`src/rtl/apb_pkg.sv`:
```
// Shared APB definitions: FSM encoding, default base address, status field layout,
// captured request payload and a byte-strobe merge helper.
package apb_pkg;

    localparam int unsigned DATA_W = 32;
    localparam int unsigned ADDR_W = 32;
    localparam int unsigned STRB_W = 4;
    localparam int unsigned CNT_W  = 4;

    localparam logic [ADDR_W-1:0] DEFAULT_BASE_ADDR = 32'd1000;

    // status register: [15:0] good transfers, [31:16] errored transfers
    localparam int unsigned OK_CNT_LSB  = 0;
    localparam int unsigned OK_CNT_MSB  = 15;
    localparam int unsigned ERR_CNT_LSB = 16;
    localparam int unsigned ERR_CNT_MSB = 31;

    typedef enum logic [1:0] {
        IDLE   = 2'd0,
        ACCESS = 2'd1,
        DONE   = 2'd2
    } apb_state_e;

    typedef struct packed {
        logic [ADDR_W-1:0] addr;
        logic              write;
        logic [DATA_W-1:0] wdata;
        logic [STRB_W-1:0] strb;
    } apb_req_t;

    function automatic logic [DATA_W-1:0] apply_strb(input logic [DATA_W-1:0] old_val,
                                                     input logic [DATA_W-1:0] wdata,
                                                     input logic [STRB_W-1:0] strb);
        logic [DATA_W-1:0] res;
        res = old_val;
        for (int i = 0; i < int'(STRB_W); i++) begin
            if (strb[i]) res[8*i +: 8] = wdata[8*i +: 8];
        end
        return res;
    endfunction

endpackage

```
`src/rtl/apb_regbank_slave_if.sv`:
```
// APB bus bundle between requester and completer.
interface apb_regbank_slave_if;
    import apb_pkg::*;

    logic              PSEL;
    logic              PENABLE;
    logic              PWRITE;
    logic [ADDR_W-1:0] PADDR;
    logic [DATA_W-1:0] PWDATA;
    logic [STRB_W-1:0] PSTRB;
    logic [DATA_W-1:0] PRDATA;
    logic              PREADY;
    logic              PSLVERR;

    modport master (
        output PSEL, PENABLE, PWRITE, PADDR, PWDATA, PSTRB,
        input  PRDATA, PREADY, PSLVERR
    );

    modport slave (
        input  PSEL, PENABLE, PWRITE, PADDR, PWDATA, PSTRB,
        output PRDATA, PREADY, PSLVERR
    );

endinterface

```
`src/rtl/apb_addr_decode.sv`:
```
// Combinational APB register decode: word index plus error flag for
// misaligned, below-base, out-of-range, or read-only-status writes.
module apb_addr_decode
    import apb_pkg::*;
#(
    parameter logic [ADDR_W-1:0] BASE_ADDR = DEFAULT_BASE_ADDR,
    parameter int unsigned       NUM_REGS  = 8,
    parameter int unsigned       IDX_W     = 3
) (
    input  logic [ADDR_W-1:0] paddr,
    input  logic              pwrite,
    output logic [IDX_W-1:0]  idx,
    output logic              err
);

    localparam int unsigned WORD_W = ADDR_W - 2;

    logic [WORD_W-1:0] word;

    always_comb begin
        word = WORD_W'((paddr - BASE_ADDR) >> 2);
        idx  = word[IDX_W-1:0];
        err  = (paddr[1:0] != 2'b00)
            || (paddr < BASE_ADDR)
            || (word >= WORD_W'(NUM_REGS))
            || (pwrite && (word == WORD_W'(NUM_REGS - 1)));
    end

endmodule

```
`src/rtl/apb_regbank_slave.sv`:
```
// APB completer with a byte-strobed register bank, fixed wait states and a
// read-only status register counting good and errored transfers.
module apb_regbank_slave
    import apb_pkg::*;
#(
    parameter logic [ADDR_W-1:0] BASE_ADDR   = DEFAULT_BASE_ADDR,
    parameter int unsigned       NUM_REGS    = 8,
    parameter int unsigned       WAIT_STATES = 1
) (
    input  logic                clk,
    input  logic                rst,
    apb_regbank_slave_if.slave  apb
);

    localparam int unsigned IDX_W   = (NUM_REGS > 1) ? $clog2(NUM_REGS) : 1;
    localparam int unsigned STAT_IX = NUM_REGS - 1;

    apb_state_e        state;
    apb_req_t          req;
    logic [CNT_W-1:0]  cnt;
    logic [DATA_W-1:0] regs [NUM_REGS];

    logic [IDX_W-1:0]  dec_idx;
    logic              dec_err;

    // decode runs on the captured setup-phase request, not the live bus
    apb_addr_decode #(
        .BASE_ADDR (BASE_ADDR),
        .NUM_REGS  (NUM_REGS),
        .IDX_W     (IDX_W)
    ) u_addr_decode (
        .paddr  (req.addr),
        .pwrite (req.write),
        .idx    (dec_idx),
        .err    (dec_err)
    );

    always_ff @(posedge clk) begin
        if (rst) begin
            state       <= IDLE;
            cnt         <= '0;
            req         <= '0;
            apb.PRDATA  <= '0;
            apb.PREADY  <= 1'b0;
            apb.PSLVERR <= 1'b0;
            for (int i = 0; i < int'(NUM_REGS); i++) begin
                regs[i] <= '0;
            end
        end else begin
            apb.PRDATA  <= '0;
            apb.PREADY  <= 1'b0;
            apb.PSLVERR <= 1'b0;

            case (state)
                IDLE: begin
                    if (apb.PSEL && !apb.PENABLE) begin
                        req.addr  <= apb.PADDR;
                        req.write <= apb.PWRITE;
                        req.wdata <= apb.PWDATA;
                        req.strb  <= apb.PSTRB;
                        cnt       <= CNT_W'(WAIT_STATES);
                        state     <= ACCESS;
                    end
                end

                ACCESS: begin
                    if (!apb.PSEL) begin
                        state <= IDLE;
                    end else if (cnt != '0) begin
                        cnt <= cnt - CNT_W'(1);
                    end else if (apb.PENABLE) begin
                        state      <= DONE;
                        apb.PREADY <= 1'b1;
                        if (dec_err) begin
                            apb.PSLVERR <= 1'b1;
                            regs[STAT_IX][ERR_CNT_MSB:ERR_CNT_LSB] <=
                                regs[STAT_IX][ERR_CNT_MSB:ERR_CNT_LSB] + 16'd1;
                        end else begin
                            if (req.write) begin
                                regs[dec_idx] <= apply_strb(regs[dec_idx], req.wdata, req.strb);
                            end else begin
                                // status reads see the count before this transfer's increment
                                apb.PRDATA <= regs[dec_idx];
                            end
                            regs[STAT_IX][OK_CNT_MSB:OK_CNT_LSB] <=
                                regs[STAT_IX][OK_CNT_MSB:OK_CNT_LSB] + 16'd1;
                        end
                    end
                end

                DONE: begin
                    state <= IDLE;
                end

                default: begin
                    state <= IDLE;
                end
            endcase
        end
    end

endmodule

```
`src/flat_wrapper.sv`:
```
// flat-port wrapper written by rule: the top's interface ports become plain ports
module apb_regbank_slave_flat import apb_pkg::*;
#(
    parameter logic [ADDR_W-1:0] BASE_ADDR   = DEFAULT_BASE_ADDR,
    parameter int unsigned       NUM_REGS    = 8,
    parameter int unsigned       WAIT_STATES = 1
)
  (clk, rst, apb_PSEL, apb_PENABLE, apb_PWRITE, apb_PADDR, apb_PWDATA, apb_PSTRB, apb_PRDATA, apb_PREADY, apb_PSLVERR);
  apb_regbank_slave_if apb_i ();
  input  logic clk;
  input  logic rst;
  input wire logic [$bits(apb_i.PSEL)-1:0] apb_PSEL;
  input wire logic [$bits(apb_i.PENABLE)-1:0] apb_PENABLE;
  input wire logic [$bits(apb_i.PWRITE)-1:0] apb_PWRITE;
  input wire logic [$bits(apb_i.PADDR)-1:0] apb_PADDR;
  input wire logic [$bits(apb_i.PWDATA)-1:0] apb_PWDATA;
  input wire logic [$bits(apb_i.PSTRB)-1:0] apb_PSTRB;
  output wire logic [$bits(apb_i.PRDATA)-1:0] apb_PRDATA;
  output wire logic [$bits(apb_i.PREADY)-1:0] apb_PREADY;
  output wire logic [$bits(apb_i.PSLVERR)-1:0] apb_PSLVERR;
  assign apb_i.PSEL = apb_PSEL;
  assign apb_i.PENABLE = apb_PENABLE;
  assign apb_i.PWRITE = apb_PWRITE;
  assign apb_i.PADDR = apb_PADDR;
  assign apb_i.PWDATA = apb_PWDATA;
  assign apb_i.PSTRB = apb_PSTRB;
  assign apb_PRDATA = apb_i.PRDATA;
  assign apb_PREADY = apb_i.PREADY;
  assign apb_PSLVERR = apb_i.PSLVERR;
  apb_regbank_slave #(.BASE_ADDR(BASE_ADDR), .NUM_REGS(NUM_REGS), .WAIT_STATES(WAIT_STATES)) u_core (.clk(clk), .rst(rst), .apb(apb_i));
endmodule
```
`config.mk`:
```
export PLATFORM = sky130hd
export DESIGN_NAME = apb_regbank_slave_flat
export DESIGN_NICKNAME = d
export VERILOG_FILES = /design/src/rtl/apb_pkg.sv /design/src/rtl/apb_regbank_slave_if.sv /design/src/rtl/apb_addr_decode.sv /design/src/rtl/apb_regbank_slave.sv /design/src/flat_wrapper.sv
export SDC_FILE = /design/constraint.sdc
export NUM_CORES = 1
export LEC_CHECK = 0
export BUFFER_PORTS_ARGS = -buffer_cell sky130_fd_sc_hd__buf_2
export CAP_MARGIN = 20
export CORE_MARGIN = 4
export CORE_UTILIZATION = 35
export CTS_BUF_LIST = sky130_fd_sc_hd__clkbuf_16
export CTS_CLUSTER_SIZE = 24
export DETAILED_ROUTE_END_ITERATION = 8
export GPL_TIMING_DRIVEN = 1
export PLACE_DENSITY_LB_ADDON = 0.2
export SYNTH_ARGS = -nofsm -noshare
export SYNTH_HDL_FRONTEND = slang
export SYNTH_SLANG_ARGS = --single-unit
```
`constraint.sdc`:
```
create_clock -name clk -period 7.5 [get_ports clk]
set_input_delay 1.5 -clock clk [delete_from_list [all_inputs] [get_ports clk]]
set_output_delay 1.5 -clock clk [all_outputs]
set_load 0.01 [all_outputs]
```
==> results of run 1 <==
## per-layer routing
metal	track usage [%]	routed length (um)	vias to the layer above
li1	-	-	5165
met1	24.5	20500	5618
met2	30.0	22500	285
met3	2.99	2150	72
met4	5.93	1380	0
met5	0	0	-
## kinds of logic (layout without fill, tap and decap cells)
group	count (synthesis)	after routing	synth area share, %
adders and majority gates	7	7	0.534
DFF	365	365	60.1
AOI/OAI and AO/OA	128	128	4.75
xor gates and xnor gates	32	32	1.71
muxes	131	131	13.1
buffers and inverters	127	214	3.13
and+or+nand+nor	549	549	16.6
## area by class of cell
cell class	instances	share of cell area, %
timing repair buffer	135	4.47
inverter	8	0.160
clock inverter	30	0.633
tap	607	4.05
clock buffer	41	5.47
multi-input combinational	847	32.6
sequential	365	52.6
## cell usage in the layout (no fill, tap or decap), types with 7 or more instances in the layout
| master | netlist | final |
|---|---|---|
| nor3_1 | 235 | 235 |
| inv_1 | 7 | 19 |
| xor2_1 | 18 | 18 |
| clkbuf_16 | 0 | 41 |
| a21oi_1 | 72 | 72 |
| a211oi_1 | 17 | 17 |
| edfxtp_1 | 256 | 256 |
| mux2_2 | 32 | 32 |
| nor3b_1 | 35 | 35 |
| mux2i_1 | 35 | 35 |
| xnor2_1 | 14 | 14 |
| o21bai_4 | 0 | 7 |
| clkinv_1 | 0 | 11 |
| nand4_1 | 18 | 18 |
| buf_4 | 0 | 23 |
| nor2_1 | 38 | 37 |
| buf_2 | 29 | 106 |
| nand3_1 | 14 | 14 |
| and2_1 | 9 | 9 |
| ha_1 | 7 | 7 |
| mux4_2 | 64 | 64 |
| o31ai_1 | 12 | 12 |
| dfxtp_1 | 109 | 106 |
| nand2_1 | 157 | 157 |
| and3_1 | 14 | 14 |
## through the flow
stage / cells / total power, W / util, % / setup slack (ps) / instance area [sq um]
after floorplan: 1339 / 0.00253 / - / 2300 / 16400
after global routing: 2033 / 0.00457 / 40.4 / 2540 / 18800
final: 2033 / 0.00441 / 40.4 / 2830 / 18800
after CTS: 2029 / 0.00444 / 40.3 / 2660 / 18700
after detailed placement: 1958 / 0.00268 / 37.8 / 2320 / 17600
after global placement: 1955 / 0.00267 / 37.7 / 2330 / 17500
## report_power, final
part	leakage, nW	switching (W)	internal, W	total [W]
combinational	2.06	0.000240	0.000137	0.000377
clock	0.614	0.000783	0.000982	0.00176
sequential	3.53	0.0000478	0.00222	0.00226
total	6.21	0.00107	0.00333	0.00441
## critical path, cell delays in order (launching register included)
cell       delay (ps)
dfxtp_4           660
inv_1             130
ha_1              290
nand3b_1          300
o31a_1            350
a2111oi_0         240
and3_1            590
and3_1            760
a21o_1            910
## state kept, by name (all words and copies together) (netlist names)
| name | count |
|---|---|
| u_core.regs | 256 |
| u_core.state | 2 |
| u_core.apb.PREADY | 1 |
| u_core.cnt | 4 |
| u_core.apb.PRDATA | 32 |
| u_core.req | 69 |
| u_core.apb.PSLVERR | 1 |
## path summary, 6_finish.rpt
check	depth (start not counted)	slack, ps	end	startpoint
max	8	2830	u_core.regs[7][1]	u_core.req[40]
min	2	450	u_core.req[61]	u_core.req[61]
max reg2reg	8	2830	u_core.regs[7][1]	u_core.req[40]
min reg2reg	2	450	u_core.req[61]	u_core.req[61]
==> run_results.csv, run 1 <==
group,metric,value,unit
timing,setup_viol,0,
timing,fin_worst_skew,12.2,ps
floorplanning,core,46500,sq um
route,firstDrtPassIters,5,
setup_path,start_kind,"register",
yosys,synth_top_area_share,46.8,%
status,outcome,"finished clean",
yosys,syn_nets,1419,
route,routedWlPerCell,22.9,um
timing,finalCritPeriodShare,62.3,%
setup_path,cp_max_fo,32,
yosys,yosys.area.top_type,"edfxtp_1",
clock_tree,clk_latency,530,ps
clock_tree,clkSinkCount,365,
clock_tree,cts_hold_buf,0,
floorplanning,pin_count,107,
global_routing,grt_overflow,0,
yosys,ys.flop_type,"edfxtp_1",
yosys,yosysMostFrequentCell,"edfxtp_1",
route,drc_errors,0,
global_routing,grt_pass1_wl,69900,um
setup_path,critPathKind,"register to register",
route,via_count,11100,
yosys,synth.avg_cell_area,12.3,sq um
power,ir_drop,0.176,mV
yosys,synth_warnings,0,
timing,fin_hold_ws,451,ps
yosys,syn_area,16400,sq um
clock_tree,clockBufferDepth,3,
timing,min_period,4670,ps
timing,rsz0062_at_grt,"no",
flow_run,cap_violations,0,
route,initialDrtViolationCount,821,
cells_and_area,area_delta_synth_final,14.4,%
timing,tns,0,ps
cells_and_area,multi_input_area,6120,sq um
cells_and_area,fill_cells,4442,
floorplanning,fp-row-count,79,
floorplanning,die_x,225,um
floorplanning,die_area,50400,sq um
route,postRouteAntennaNets,0,
clock_tree,cts_setup_buffers,0,
yosys,synth_edf_count,256,
cells_and_area,regArea,9880,sq um
placed_design,io_buffer_count,106,
clock_tree,cts_resized,0,
timing,clock.fmax,214,MHz
global_routing,grt_max_degree,226,
yosys,postSynthCellCount,1339,
timing,worstMarginPinSlew,1160,ps
route,wirelength,46500,um
timing,hold_viol_final,0,
yosys,synth.distinct_cells,51,
cells_and_area,n_antenna_cell,0,
placed_design,globalplace.congestion,0.804,
global_routing,antenna_found_initial,1,
cells_and_area,drive_gt1_share,20.9,%
floorplanning,fp.dieH,225,um
worst_hold_path,hold_class,"register to register",
clock_tree,numCtsBuffers,39,
route,vias_per_cell,5.48,
clock_tree,clk_pin_slew,60,ps
yosys,synth_common_cells,"256 x edfxtp_1, 235 x nor3_1, 157 x nand2_1",
power,power_density,235,nW/um^2
global_routing,grt_pass1_vias,11200,
timing,relSlewSlack,22.3,%
setup_path,worst_ep_required_time,7640,ps
setup_path,worst_setup_path_end_kind,"register",
placed_design,dp_hpwl,29700,um
global_routing,track_usage,18.1,%
power,leakage,6.21,nW
timing,slew_violations,0,
setup_path,crit_arrival,4810,ps
floorplanning,initial_core_util,35.3,%
clock_tree,cts_tree,"yes",
cells_and_area,fin_nets,1476,
clock_tree,ctsRootBufferMaster,"clkbuf_16",
yosys,synth_area_leaders,"edfxtp_1 47%, dfxtp_1 13%, mux4_2 8.8%",
yosys,async_reset_ff_share,0,%
yosys,yosysSeqAreaShare,60.1,%
yosys,synth_seq_cells,365,
clock_tree,h-tree-depth,2,
No activity file was read; power rests on OpenSTA's default activity.
==> run 2, diff against run 1 <==
--- a/config.mk
+++ b/config.mk
@@ -5,6 +5,7 @@
 export SDC_FILE = /design/constraint.sdc
 export NUM_CORES = 1
 export LEC_CHECK = 0
+export ABC_AREA = 1
 export BUFFER_PORTS_ARGS = -buffer_cell sky130_fd_sc_hd__buf_2
 export CAP_MARGIN = 20
 export CORE_MARGIN = 4
==> constraint.sdc (replaced) <==
create_clock -name clk -period 4.3 [get_ports clk]
set_input_delay 0.86 -clock clk [delete_from_list [all_inputs] [get_ports clk]]
set_output_delay 0.86 -clock clk [all_outputs]
set_load 0.01 [all_outputs]
==> run_results.csv, run 2 <==
group,metric,value,unit
setup_path,start_kind,"register",
route,initialDrtViolationCount,1210,
status,outcome,"finished clean",
worst_hold_path,hold_class,"register to register",
route,route.met3.wl,3040,um
yosys,synth_top_family_by_area,"simple AND/OR/NAND/NOR gates",
route,postRouteAntennaNets,0,
clock_tree,ctsRootBufferMaster,"clkbuf_16",
timing,rsz0062_at_grt,"no",
placed_design,pre_cts_ws,962,ps
yosys,synthAdderAreaFrac,0.516,%
power,p_total,0.00827,W
yosys,synth_seq_cells,365,
timing,fin_worst_skew,16.4,ps
yosys,synthSimpleGateAreaFrac,21.2,%
power,leakage,7.70,nW
global_routing,grt_max_degree,94,
timing,min_period,3300,ps
clock_tree,clockBufferDepth,3,
cells_and_area,largest_reg_flops,256,
timing,relSlewSlack,24.1,%
clock_tree,cts_hold_buf,0,
placed_design,dpl_cell_area,18000,sq um
route,firstDrtPassIters,5,
clock_tree,h-tree-depth,2,
clock_tree,cts_tree,"yes",
yosys,synthMuxAreaShare,0,%
flow_run,cap_violations,0,
cells_and_area,area_delta_synth_final,13.1,%
placed_design,placed_cells,2538,
cells_and_area,layout_common_cells,"538 x nor2_1, 271 x o21ai_0, 256 x edfxtp_1",
global_routing,grt_overflow,0,
route,via_count,13500,
yosys,synth_area_leaders,"edfxtp_1 45%, dfxtp_1 13%, nor2_1 12%",
setup_path,rr_startpoint,"u_core.req[41]",
setup_path,reg2reg_to,"u_core.regs[0][27]",
cells_and_area,fin_nets,2044,
cells_and_area,final_common_cell,"nor2_1",
yosys,synth_xor_xnor_area_share,0.361,%
timing,finalCritPeriodShare,76.8,%
timing,fin_ws,999,ps
timing,clock.fmax,303,MHz
timing,tns,0,ps
cells_and_area,fin_cells,2608,
setup_path,worst_ep_required_time,4490,ps
cells_and_area,multi_input_area,6110,sq um
timing,hold_viol_final,0,
clock_tree,numCtsBuffers,39,
yosys,ys.flop_type,"edfxtp_1",
cells_and_area,reg.largest.list,"u_core.regs: 256 flops, u_core.req: 69 flops, u_core.apb.PRDATA: 32 flops",
yosys,synth_compound_area_share,13.9,%
yosys,yosys.area.top_type,"edfxtp_1",
cells_and_area,fill_cells,4836,
floorplanning,die_x,228,um
floorplanning,pin_count,107,
yosys,synth_edf_count,256,
floorplanning,fp.dieH,228,um
global_routing,grt_pass1_vias,13100,
floorplanning,fp-row-count,80,
route,met1Wirelength,23800,um
yosys,synth_warnings,0,
setup_path,r2r_cells,15,
yosys,synth_common_cells,"538 x nor2_1, 272 x o21ai_0, 256 x edfxtp_1",
yosys,syn_area,17000,sq um
floorplanning,core,47800,sq um
clock_tree,cts_setup_buffers,0,
yosys,syn_nets,1964,
setup_path,crit_arrival,3490,ps
yosys,async_reset_ff_share,0,%
timing,setup_viol,0,
yosys,yosysSeqAreaShare,58.2,%
timing,worstMarginPinSlew,1130,ps
global_routing,track_usage,19.1,%
route,highest_layer,"met4",
setup_path,critPathKind,"register to register",
floorplanning,die_area,52100,sq um
clock_tree,cts_resized,0,
cells_and_area,n_antenna_cell,0,
global_routing,grt_pass1_wl,78100,um
yosys,synth.avg_cell_area,9.00,sq um
route,vias_per_cell,5.19,
cells_and_area,regArea,9870,sq um
clock_tree,clk_pin_slew,60,ps
clock_tree,clkSinkCount,365,
route,wl_met2,23400,um
route,wirelength,51100,um
cells_and_area,regMostFlops,"u_core.regs",
timing,slew_violations,0,
route,drc_errors,0,
placed_design,dp_hpwl,34600,um
floorplanning,initial_core_util,35.5,%
cells_and_area,finalInstanceArea,19200,sq um
setup_path,cp_max_fo,32,
global_routing,antenna_found_initial,0,
setup_path,worst_setup_path_end_kind,"register",
setup_path,rrSetupSlack,1000,ps
yosys,synth_top_area_share,45.3,%
setup_path,worstSetupStartpoint,"u_core.req[41]",
setup_path,cp-endpoint,"u_core.regs[0][27]",
yosys,synth.distinct_cells,43,
yosys,yosysMostFrequentCell,"nor2_1",
power,power_density,431,nW/um^2
placed_design,globalplace.congestion,0.851,
power,ir_drop,0.266,mV
placed_design,io_buffer_count,106,
yosys,postSynthCellCount,1884,
route,routedWlPerCell,19.6,um
worst_hold_path,min_from,"u_core.req[31]",
cells_and_area,drive_gt1_share,12.4,%
clock_tree,clk_latency,560,ps
run 2: cell types whose count changed after synthesis, moves of 22 or more:
cell / previous run / this run
mux2i_1: 35 / 0
mux4_2: 64 / 0
nand2_1: 157 / 195
inv_1: 7 / 93
nor2_1: 38 / 538
nor3_1: 235 / 11
buf_6: 0 / 22
o21ai_0: 5 / 272
mux2_2: 32 / 0
nor3b_1: 35 / 1
nand3_1: 14 / 46
o21ai_1: 0 / 34
run 2: how the worst min path moves through the flow:
| stage | to | slack (ps) | cells past startpoint |
|---|---|---|---|
| 6_report | u_core.req[31] | 490 | 2 |
| 5_1_grt | u_core.req[21] | 510 | 2 |
| 4_1_cts | u_core.req[11] | 490 | 2 |
| 3_5_place_dp | u_core.req[10] | 470 | 2 |
| 3_3_place_gp | u_core.cnt[0] | 450 | 1 |
| 2_1_floorplan | u_core.cnt[0] | 430 | 1 |
run 2: area by class of cell:
type	count	share of cell area, %
Inverter	106	2.08
Tap cell	615	4.01
Clock inverter	30	0.718
Timing Repair Buffer	149	4.64
Sequential cell	365	51.5
Multi-Input combinational cell	1303	31.8
Clock buffer	40	5.22
run 2: through the flow:
stage / hold slack (ps) / util [%]
finish: 487 / 40.1
global route: 513 / 40.1
CTS: 491 / 40.1
detailed placement: 474 / 37.7
global placement: 446 / 37.7
floorplan: 431 / -
run 2: cell families after synthesis:
family / Yosys count
buffers and inverters: 216
AO/OA/AOI/OAI: 441
XOR/XNOR: 7
adder cells (fa/ha/maj): 7
AND/OR/NAND/NOR: 848
flip-flops: 365
run 2: report_power, final:
group / switching (W) / internal, W / total (W) / leakage (nW)
Combinational: 0.000924 / 0.000309 / 0.00123 / 3.54
Clock: 0.00140 / 0.00168 / 0.00308 / 0.626
Sequential: 0.0000778 / 0.00388 / 0.00396 / 3.54
Total: 0.00240 / 0.00587 / 0.00827 / 7.70
run 2: critical path: stages (launching register included):
cell	delay (ps)
dfxtp_1	310
buf_4	150
nor2_2	170
nor2_4	70
nand2_2	230
nand2_2	160
o21ai_1	260
nand2_1	100
nor2_1	130
nand2_1	100
nor2_4	160
nand3_4	130
nor2_8	310
nand4_4	120
nand2_1	80
buf_4	430
run 2: layer usage:
layer | vias up | GRT usage [%]
met5 | - | 0
met4 | 0 | 4.25
met3 | 67 | 3.57
met2 | 389 | 30.4
met1 | 6524 | 27.3
li1 | 6554 | -
==> run 3, diff against run 2 <==
--- a/config.mk
+++ b/config.mk
@@ -5,7 +5,7 @@
 export SDC_FILE = /design/constraint.sdc
 export NUM_CORES = 1
 export LEC_CHECK = 0
-export ABC_AREA = 1
+export ABC_AREA = 0
 export BUFFER_PORTS_ARGS = -buffer_cell sky130_fd_sc_hd__buf_2
 export CAP_MARGIN = 20
 export CORE_MARGIN = 4
==> constraint.sdc (replaced) <==
create_clock -name clk -period 2.9 [get_ports clk]
set_input_delay 0.58 -clock clk [delete_from_list [all_inputs] [get_ports clk]]
set_output_delay 0.58 -clock clk [all_outputs]
set_load 0.01 [all_outputs]
==> run_results.csv, run 3 (synthesized netlist as in run 1, its figures left out) <==
group,metric,value,unit
timing,setup_viol,0,
power,leakage,6.74,nW
global_routing,track_usage,18.7,%
timing,clock.fmax,348,MHz
power,power_density,596,nW/um^2
route,vias_per_cell,5.51,
global_routing,grt_overflow,0,
cells_and_area,regArea,9880,sq um
clock_tree,cts_hold_buf,0,
setup_path,worstPathCellList,"inv_6 -> ha_4 -> xor2_1 -> nand4_1 -> a2111oi_2 -> and4_4 -> nand4_4 -> buf_12 -> o21bai_4 -> buf_4 -> clkbuf_16",
cells_and_area,finalInstanceArea,19900,sq um
cells_and_area,final_common_cell,"edfxtp_1",
clock_tree,h-tree-depth,2,
route,firstDrtPassIters,5,
global_routing,grt_pass1_vias,11500,
placed_design,dp_hpwl,30400,um
cells_and_area,reg.largest.list,"u_core.regs: 256 flops, u_core.req: 69 flops, u_core.apb.PRDATA: 32 flops",
cells_and_area,area_delta_synth_final,21.3,%
clock_tree,clkSinkCount,365,
cells_and_area,drive_gt1_share,27.9,%
setup_path,crit_arrival,3150,ps
placed_design,placed_cells,2027,
floorplanning,core,46500,sq um
timing,slew_violations,0,
clock_tree,ctsRootBufferMaster,"clkbuf_16",
route,wirelength,49200,um
power,seqPwrFrac,49.2,%
floorplanning,fp.dieH,225,um
setup_path,critPathKind,"register to register",
cells_and_area,largest_reg_flops,256,
clock_tree,clk_latency,550,ps
route,postRouteAntennaNets,0,
cells_and_area,multi_input_area,6360,sq um
setup_path,max_stage_delay,420,ps
cells_and_area,n_antenna_cell,0,
flow_run,cap_violations,0,
clock_tree,numCtsBuffers,39,
floorplanning,initial_core_util,35.3,%
status,outcome,"finished clean",
power,ir_drop,0.437,mV
timing,min_period,2870,ps
setup_path,worst_ep_required_time,3180,ps
clock_tree,clk_pin_slew,60,ps
power,switchingPower,0.00289,W
timing,finalCritPeriodShare,99.0,%
clock_tree,clockBufferDepth,3,
power,switching_share,24.4,%
setup_path,cp_slowest_cell,"dfxtp_4",
placed_design,globalplace.congestion,0.812,
global_routing,grt_pass1_wl,72200,um
route,drc_errors,0,
cells_and_area,fin_cells,2110,
route,routedWlPerCell,23.3,um
global_routing,antenna_found_initial,0,
setup_path,worst_setup_path_end_kind,"register",
floorplanning,pin_count,107,
power,pwr-share-comb,10.0,%
timing,relSlewSlack,49.1,%
floorplanning,die_x,225,um
global_routing,grt_max_degree,125,
timing,fin_worst_skew,24.9,ps
timing,worstMarginPinSlew,763,ps
floorplanning,die_area,50400,sq um
cells_and_area,layout_common_cells,"256 x edfxtp_1, 212 x nor3_1, 157 x nand2_1",
power,power_frac_clock,40.8,%
floorplanning,fp-row-count,79,
route,initialDrtViolationCount,907,
placed_design,io_buffer_count,106,
route,via_count,11600,
cells_and_area,regMostFlops,"u_core.regs",
timing,hold_viol_final,0,
cells_and_area,fill_cells,4408,
cells_and_area,fin_nets,1552,
power,intPower,0.00898,W
setup_path,cp_max_fo,8,
worst_hold_path,hold_class,"primary input to register",
setup_path,start_kind,"register",
clock_tree,cts_tree,"yes",
placed_design,dpl_cell_area,18300,sq um
run 3: cell count changes in the layout (fill, tap and decap cells not counted), sizes merged, moves of 19 or more:
| cell | delta |
|---|---|
| nand2 | -45 |
| inv | -94 |
| mux4 | +64 |
| mux2 | +32 |
| mux2i | +35 |
| o221ai | -19 |
| nand3 | -35 |
| buf | +58 |
| o21ai | -301 |
| nor3 | +223 |
| nor2 | -514 |
| nor3b | +35 |
run 3: final timing paths:
kind	endpoint	from	slack [ps]	cells after the start
setup reg to reg	u_core.regs[2][23]	u_core.req[40]	30	11
hold reg to reg	u_core.req[4]	u_core.req[4]	460	2
hold / removal	u_core.req[40]	apb_PADDR[3]	260	3
setup / recovery	u_core.regs[2][23]	u_core.req[40]	30	11
run 3: repair_timing:
action                                  4_1_cts  5_1_grt
gates cloned                                  0        5
buffers inserted                              0        6
endpoints found under the setup margin        1      416
gates resized for setup                       1       43
pin swaps                                     0        2
run 3: layer usage:
layer  track usage (%)  part of all wire, %
met5                 0                    0
met4              5.26                  2.6
met3              2.48                  4.7
met2              31.0                   49
met1              26.1                   44
run 3: cell type report:
| type | instances | area share (%) |
|---|---|---|
| Clock buffer | 41 | 5.15 |
| Sequential cell | 365 | 49.6 |
| Tap cell | 607 | 3.81 |
| Timing Repair Buffer | 211 | 8.33 |
| Multi-Input combinational cell | 847 | 31.9 |
| Clock inverter | 31 | 0.993 |
| Inverter | 8 | 0.176 |
run 3: worst max-delay path, delay by kind of cell, from the launching register on:
| kind | cells | cell delay [ps] |
|---|---|---|
| simple gates | 3 | 600 |
| flops | 1 | 420 |
| xor+xnor | 1 | 300 |
| buf+inv | 4 | 580 |
| compound gates | 2 | 490 |
| fa+ha+maj | 1 | 170 |
run 3: power groups by stage:
stage / Combinational, W / Sequential (W) / Clock [W]
after floorplan: 0.000660 / 0.00589 / 0
after global routing: 0.00128 / 0.00585 / 0.00513
after CTS: 0.00115 / 0.00584 / 0.00494
after global placement: 0.00114 / 0.00594 / 0
after detailed placement: 0.00115 / 0.00595 / 0
final: 0.00119 / 0.00584 / 0.00484
run 3: per-stage QoR:
step / TNS [ps] / hold WS [ps] / power (W) / util (%) / setup slack [ps]
after detailed placement: -4.45 / 450 / 0.00710 / 39.4 / -4.45
final: 0 / 255 / 0.0119 / 42.9 / 28.7
after global placement: 0 / 447 / 0.00709 / 39.4 / 37.6
after CTS: 0 / 231 / 0.0119 / 42.1 / 3.69
after floorplan: -116560 / 431 / 0.00655 / - / -502
after global routing: -1800 / 261 / 0.0123 / 42.9 / -65.3
